[src/rtl/muldiv_pkg.sv]
// Shared definitions for the EX-stage RV32M multiply/divide unit.
// funct3 op codes and FSM state encoding.
package muldiv_pkg;
  localparam logic [2:0] F3_MUL    = 3'b000;
  localparam logic [2:0] F3_MULH   = 3'b001;
  localparam logic [2:0] F3_MULHSU = 3'b010;
  localparam logic [2:0] F3_MULHU  = 3'b011;
  localparam logic [2:0] F3_DIV    = 3'b100;
  localparam logic [2:0] F3_DIVU   = 3'b101;
  localparam logic [2:0] F3_REM    = 3'b110;
  localparam logic [2:0] F3_REMU   = 3'b111;

  typedef enum logic [2:0] {
    IDLE,
    BUSY,
    FAST,
    FIN,
    DONE
  } state_t;
endpackage

[src/rtl/ex_muldiv_if.sv]
// ID/EX to multiply/divide unit handshake bundle.
// master = pipeline side, slave = ex_muldiv.
interface ex_muldiv_if #(
  parameter int XLEN = 32
);
  logic            valid_i;
  logic [2:0]      funct3_i;
  logic [XLEN-1:0] rs1_i;
  logic [XLEN-1:0] rs2_i;
  logic            flush_i;
  logic            stall_o;
  logic            done_o;
  logic [XLEN-1:0] result_o;

  modport master (
    output valid_i, funct3_i, rs1_i, rs2_i, flush_i,
    input  stall_o, done_o, result_o
  );

  modport slave (
    input  valid_i, funct3_i, rs1_i, rs2_i, flush_i,
    output stall_o, done_o, result_o
  );
endinterface

[src/rtl/ex_muldiv.sv]
// Iterative RV32M multiply/divide, one bit per cycle.
// Stalls the pipeline until the result is ready.
module ex_muldiv #(
  parameter int XLEN = 32
) (
  input logic       clk,
  input logic       rst_n,
  ex_muldiv_if.slave bus
);
  import muldiv_pkg::*;

  localparam int CNT_W = $clog2(XLEN);
  localparam int W2    = 2 * XLEN;

  function automatic logic [W2-1:0] cneg(
    input logic          n,
    input logic [W2-1:0] v
  );
    return n ? -v : v;
  endfunction

  state_t          state, state_nxt;
  logic [CNT_W-1:0] cnt;
  logic [2:0]      op;
  logic [XLEN-1:0] ma, mb, res;
  logic [W2-1:0]   acc;
  logic            neg;

  logic [XLEN-1:0] a, b;
  logic [2:0]      f3;
  logic            is_div, sgn_a, sgn_b;
  logic            b_zero, ovf, fast, start;
  logic [XLEN-1:0] fast_val, mag_a, mag_b;

  assign a = bus.rs1_i;
  assign b = bus.rs2_i;
  assign f3 = bus.funct3_i;
  assign is_div = f3[2];
  assign sgn_a = a[XLEN-1] & (is_div ? ~f3[0]
               : (f3 == F3_MULH || f3 == F3_MULHSU));
  assign sgn_b = b[XLEN-1] & (is_div ? ~f3[0]
               : (f3 == F3_MULH));
  assign mag_a = sgn_a ? -a : a;
  assign mag_b = sgn_b ? -b : b;
  assign b_zero = (b == '0);
  assign ovf = is_div & ~f3[0] & (&b)
             & (a == {1'b1, {(XLEN-1){1'b0}}});
  assign fast = is_div & (b_zero | ovf);
  assign start = (state == IDLE) & bus.valid_i & ~bus.flush_i;

  // Overflow quotient equals the dividend, so a covers both cases
  always_comb begin
    fast_val = '0;
    if (f3[1]) fast_val = b_zero ? a : '0;
    else       fast_val = b_zero ? '1 : a;
  end

  logic [XLEN:0]   sum, shl, trial;
  logic [W2-1:0]   mul_nxt, div_nxt, step;
  logic [W2-1:0]   fin_src, fin_fix;
  logic [XLEN-1:0] fin_val;

  // acc = {hi, lo}: product/multiplier or remainder/quotient
  assign sum = {1'b0, acc[W2-1:XLEN]}
             + (acc[0] ? {1'b0, ma} : {(XLEN+1){1'b0}});
  assign mul_nxt = {sum, acc[XLEN-1:1]};
  assign shl = {acc[W2-1:XLEN], acc[XLEN-1]};
  assign trial = shl - {1'b0, mb};
  assign div_nxt = trial[XLEN]
    ? {shl[XLEN-1:0], acc[XLEN-2:0], 1'b0}
    : {trial[XLEN-1:0], acc[XLEN-2:0], 1'b1};
  assign step = op[2] ? div_nxt : mul_nxt;

  always_comb begin
    fin_src = acc;
    if (op[2])
      fin_src = op[1] ? {{XLEN{1'b0}}, acc[W2-1:XLEN]}
                      : {{XLEN{1'b0}}, acc[XLEN-1:0]};
    fin_fix = cneg(neg, fin_src);
    fin_val = (op == F3_MUL || op[2]) ? fin_fix[XLEN-1:0]
                                      : fin_fix[W2-1:XLEN];
  end

  always_ff @(posedge clk) begin
    if (!rst_n) begin
      state <= IDLE;
      cnt   <= '0;
      op    <= '0;
      ma    <= '0;
      mb    <= '0;
      acc   <= '0;
      neg   <= 1'b0;
      res   <= '0;
    end else begin
      state <= state_nxt;
      unique case (state)
        IDLE: if (start) begin
          op  <= f3;
          ma  <= mag_a;
          mb  <= mag_b;
          cnt <= '0;
          neg <= (is_div & f3[1]) ? sgn_a : (sgn_a ^ sgn_b);
          acc <= fast   ? {{XLEN{1'b0}}, fast_val}
               : is_div ? {{XLEN{1'b0}}, mag_a}
                        : {{XLEN{1'b0}}, mag_b};
        end
        BUSY: begin
          acc <= step;
          cnt <= cnt + 1'b1;
        end
        FAST: if (!bus.flush_i) res <= acc[XLEN-1:0];
        FIN:  if (!bus.flush_i) res <= fin_val;
        default: ;
      endcase
    end
  end

  always_comb begin
    state_nxt   = state;
    bus.stall_o = 1'b0;
    unique case (state)
      IDLE: if (start) begin
        bus.stall_o = 1'b1;
        state_nxt   = fast ? FAST : BUSY;
      end
      BUSY: begin
        bus.stall_o = 1'b1;
        if (cnt == CNT_W'(XLEN-1)) state_nxt = FIN;
      end
      FAST: begin
        bus.stall_o = 1'b1;
        state_nxt   = DONE;
      end
      FIN: begin
        bus.stall_o = 1'b1;
        state_nxt   = DONE;
      end
      DONE:    state_nxt = IDLE;
      default: state_nxt = IDLE;
    endcase
    if (bus.flush_i) state_nxt = IDLE;
  end

  assign bus.done_o   = (state == DONE) & ~bus.flush_i;
  assign bus.result_o = res;
endmodule
[src/flat_wrapper.sv]
// flat-port wrapper written by rule: the top's interface ports become plain ports
module ex_muldiv_flat import muldiv_pkg::*;
#(
  parameter int XLEN = 32
)
  (clk, rst_n, bus_valid_i, bus_funct3_i, bus_rs1_i, bus_rs2_i, bus_flush_i, bus_stall_o, bus_done_o, bus_result_o);
  ex_muldiv_if #(.XLEN(XLEN)) bus_i ();
  input logic clk;
  input logic rst_n;
  input wire logic [$bits(bus_i.valid_i)-1:0] bus_valid_i;
  input wire logic [$bits(bus_i.funct3_i)-1:0] bus_funct3_i;
  input wire logic [$bits(bus_i.rs1_i)-1:0] bus_rs1_i;
  input wire logic [$bits(bus_i.rs2_i)-1:0] bus_rs2_i;
  input wire logic [$bits(bus_i.flush_i)-1:0] bus_flush_i;
  output wire logic [$bits(bus_i.stall_o)-1:0] bus_stall_o;
  output wire logic [$bits(bus_i.done_o)-1:0] bus_done_o;
  output wire logic [$bits(bus_i.result_o)-1:0] bus_result_o;
  assign bus_i.valid_i = bus_valid_i;
  assign bus_i.funct3_i = bus_funct3_i;
  assign bus_i.rs1_i = bus_rs1_i;
  assign bus_i.rs2_i = bus_rs2_i;
  assign bus_i.flush_i = bus_flush_i;
  assign bus_stall_o = bus_i.stall_o;
  assign bus_done_o = bus_i.done_o;
  assign bus_result_o = bus_i.result_o;
  ex_muldiv #(.XLEN(XLEN)) u_core (.clk(clk), .rst_n(rst_n), .bus(bus_i));
endmodule
[config.mk]
export PLATFORM = sky130hd
export DESIGN_NAME = ex_muldiv_flat
export DESIGN_NICKNAME = d
export VERILOG_FILES = /design/src/rtl/muldiv_pkg.sv /design/src/rtl/ex_muldiv_if.sv /design/src/rtl/ex_muldiv.sv /design/src/flat_wrapper.sv
export SDC_FILE = /design/constraint.sdc
export NUM_CORES = 1
export LEC_CHECK = 0
export CAP_MARGIN = 10
export CORE_UTILIZATION = 55
export DETAILED_ROUTE_END_ITERATION = 16
export PLACE_DENSITY = 0.72
export SLEW_MARGIN = 30
export SYNTH_ARGS = -nofsm -noshare
export SYNTH_HDL_FRONTEND = slang
export SYNTH_SLANG_ARGS = --single-unit
export TNS_END_PERCENT = 5
[constraint.sdc]
create_clock -name clk -period 7.5 [get_ports clk]
set_clock_uncertainty 0.2 [all_clocks]
set_input_delay 0.75 -clock clk [delete_from_list [all_inputs] [get_ports clk]]
set_output_delay 0.75 -clock clk [all_outputs]
set_load 0.01 [all_outputs]
==> metrics.txt <==
Area after DPL=between 15000 and 20000 sq um; Residual DRC=0; DIE WIDTH=173 um; Worst-path clk slew=~0.080 ns; warning count from the yosys run=0; Sequential Area=between 3000 and 4000 sq um; WL met1=26300 um; RSZ-0062 raised after global routing=false; Core Footprint=28700 sq um; syn_nets=2325; CTS tree=done; Post-Route Setup TNS=0 ns; crit path kind=reg -> reg; synth cell count leaders=nor2_1 (232), a21oi_1 (204), dfxtp_1 (172); Clock Latency Late Sink=0.46 ns; initial antenna violation count=0; Max-Slew Margin vs Limit=32.1%; Via-to-Cell Ratio=6.92; count of state elements after synthesis=172; CTS resizes=0; final wirelength=65100 um; GP Congestion=1.01; Hold Crit Class=reg -> reg; Max clock buf depth=2; Min-Delay Path Depth=2; top_reg_cell synth=dfxtp_1; DR WL/cell=25.4 um; DP Wirelength=49100 um; Inserted Clock Buffers=17; Layout area overhead=10.9%; clk sinks=around 170; Critical path buffers and inverters=2; internal power=1.75 mW; number of enable flip-flop cells after synthesis=0; placed cells=2531; largest net degree at the start of global routing=70; share of the synthesized area in the top cell type=21.4%; hold_buf cts=0; cell depth of the worst flop-to-flop path=15; Final Instance Area=between 15000 and 20000 sq um; setup bufs post-CTS=0; Die Y=approximately 170 um; htree depth=4; Tmin final=about 4.6 ns; cells after synthesis=2182; via count=17732; diode count=0; Core Rows=62; starting density of the core=56.0%; highest metal used=met4; Slew @ Worst Pin=1.01 ns; most frequent cell after synthesis=nor2_1; final hold vios=0; Crit-path slowest cell=dfxtp_1; Detail Route Antenna Nets=0; Flop pwr share=36.5%; outcome=complete, no violations; Worst path top cell family by delay=compound AO/OA/AOI/OAI gates; Top-Level Pins=105; post-synthesis async set-or-reset flop share=0%; initial DRC count=roughly 2300; Critical Path Sink Type=register; Levels on crit path=15; Synth cell types=102; CP Cell Sequence=buf_4 -> and2_1 -> ha_1 -> inv_1 -> fa_1 -> nor2b_1 -> o2111ai_1 -> a21oi_1 -> o21ai_0 -> a21oi_1 -> a41oi_1 -> o21ai_0 -> o22ai_1 -> mux2i_1 -> a32o_1; Post-Syn Area per Cell=~7.4 sq um; synthesized area=16100 sq um; static leakage=6.70 nW; Peak Freq=216 MHz; WP data arrival=around 4.8 ns; Net Switching=1.11 mW; Yosys top cell by area=dfxtp_1; RR Startpoint=u_core.acc[0]$_SDFFE_PN0P_; Logic pwr share=~30%; Root Driver=clkbuf_16; area of the multi-input gates=11700 sq um; final net count=2309; die area=29900 sq um; Fill cells=2669; port bufs=104; fin cells=~2600; GRT Residual Overflow=0; hold_sp=u_core.bus.result_o[6]$_SDFFE_PN0P_; met2 WL=27400 um; first-pass GRT wire length=about 100000 um; Detailed Routing Iterations Pass 1=6; sequential fraction of the synthesis area=21.4%; Power Density=between 150 and 200 nW/um^2; Req. time, crit path=between 7 and 8 ns; switching share of power=38.9%; period utilization=61.8%; setup violators final=0; VDD IR max=~0.0002 V; max_cap viols=0; Worst Path Max Fanout=27; crit path from=u_core.acc[0]$_SDFFE_PN0P_; crit-path max cell delay=0.77 ns; Synth area leaders=dfxtp_1 (21%), a21oi_1 (6.3%), ha_1 (5.4%); crit start category=register; Clock power frac=33.4%; Slew Limit Fails=0; GRT Overall Usage=42.5%; number of global-route vias before repair=16248; layout cells sized above 1=6.56%; met3 WL=7710 um
==> final timing paths <==
path	endpoint	slack (ns)
min reg2reg	u_core.bus.result_o[6]$_SDFFE_PN0P_	0.24
max	u_core.acc[61]$_SDFFE_PN0P_	2.86
max reg2reg	u_core.acc[61]$_SDFFE_PN0P_	2.86
min	u_core.bus.result_o[6]$_SDFFE_PN0P_	0.24
==> registers in the layout, summed over array words and instances (netlist names) <==
signal,count
u_core.acc,64
u_core.bus.result_o,32
u_core.cnt,5
u_core.ma,32
u_core.mb,32
u_core.neg,1
u_core.op,3
u_core.state,3
==> cell type report <==
cell class | instances | share of cell area, %
clock buffer | 17 | 2.39
clock inverter | 15 | 1.17
inverter | 67 | 1.42
multi-input combinational | 1767 | 65.5
sequential | 172 | 19.3
tap | 384 | 2.69
timing repair buffer | 141 | 7.48
==> cell families after synthesis <==
| logic type | Yosys count | share of synthesized area [%] |
|---|---|---|
| muxes | 74 | 4.67 |
| and+or+nand+nor | 688 | 21.4 |
| AOI/OAI and AO/OA | 767 | 31.4 |
| buffers and inverters | 243 | 6.33 |
| DFF | 172 | 21.4 |
| xor gates and xnor gates | 156 | 8.50 |
| adders and majority gates | 82 | 6.32 |
==> power by group through the flow <==
stage	Sequential (mW)	Clock, mW	Combinational (mW)
2_1_floorplan	1.01	0	0.576
3_3_place_gp	1.06	0	0.817
3_5_place_dp	1.06	0	0.828
4_1_cts	1.04	0.961	0.833
5_1_grt	1.04	0.992	0.920
6_report	1.04	0.955	0.859
==> metrics by stage <==
stage	hold slack (ns)	util [%]	setup slack (ns)	power, mW
floorplan	0.224	-	3.42	1.59
global placement	0.232	59.8	2.66	1.87
detailed placement	0.234	59.9	2.53	1.89
CTS	0.245	62.1	2.96	2.83
global route	0.267	62.1	2.55	2.96
finish	0.241	62.1	2.86	2.86
==> worst min-delay path, stage by stage (launching register included) <==
cell,delay [ns]
dfxtp_1,0.31
nand2_1,0.05
nand2_1,0.04
==> placed cells by master (no fill, tap or decap), types with 20 or more instances in the layout <==
master / instances
o31ai_1: 27
clkdlybuf4s50_1: 103
nand3_1: 38
a211oi_1: 89
nand2_1: 169
ha_1: 70
a221oi_1: 20
o211ai_1: 26
inv_1: 65
buf_4: 36
nor2_1: 229
xnor2_1: 82
o21ai_0: 142
dfxtp_1: 171
and2_1: 40
a21o_1: 43
xor2_1: 74
nor3_1: 50
a21oi_1: 203
a31oi_1: 40
mux2i_1: 69
==> routing by layer <==
| metal | vias up | track usage [%] |
|---|---|---|
| li1 | 8010 | - |
| met5 | - | 0 |
| met3 | 243 | 10.8 |
| met4 | 0 | 21.8 |
| met2 | 1199 | 63.5 |
| met1 | 8280 | 56.4 |
Note: power is estimated with default switching activity, not from simulation.
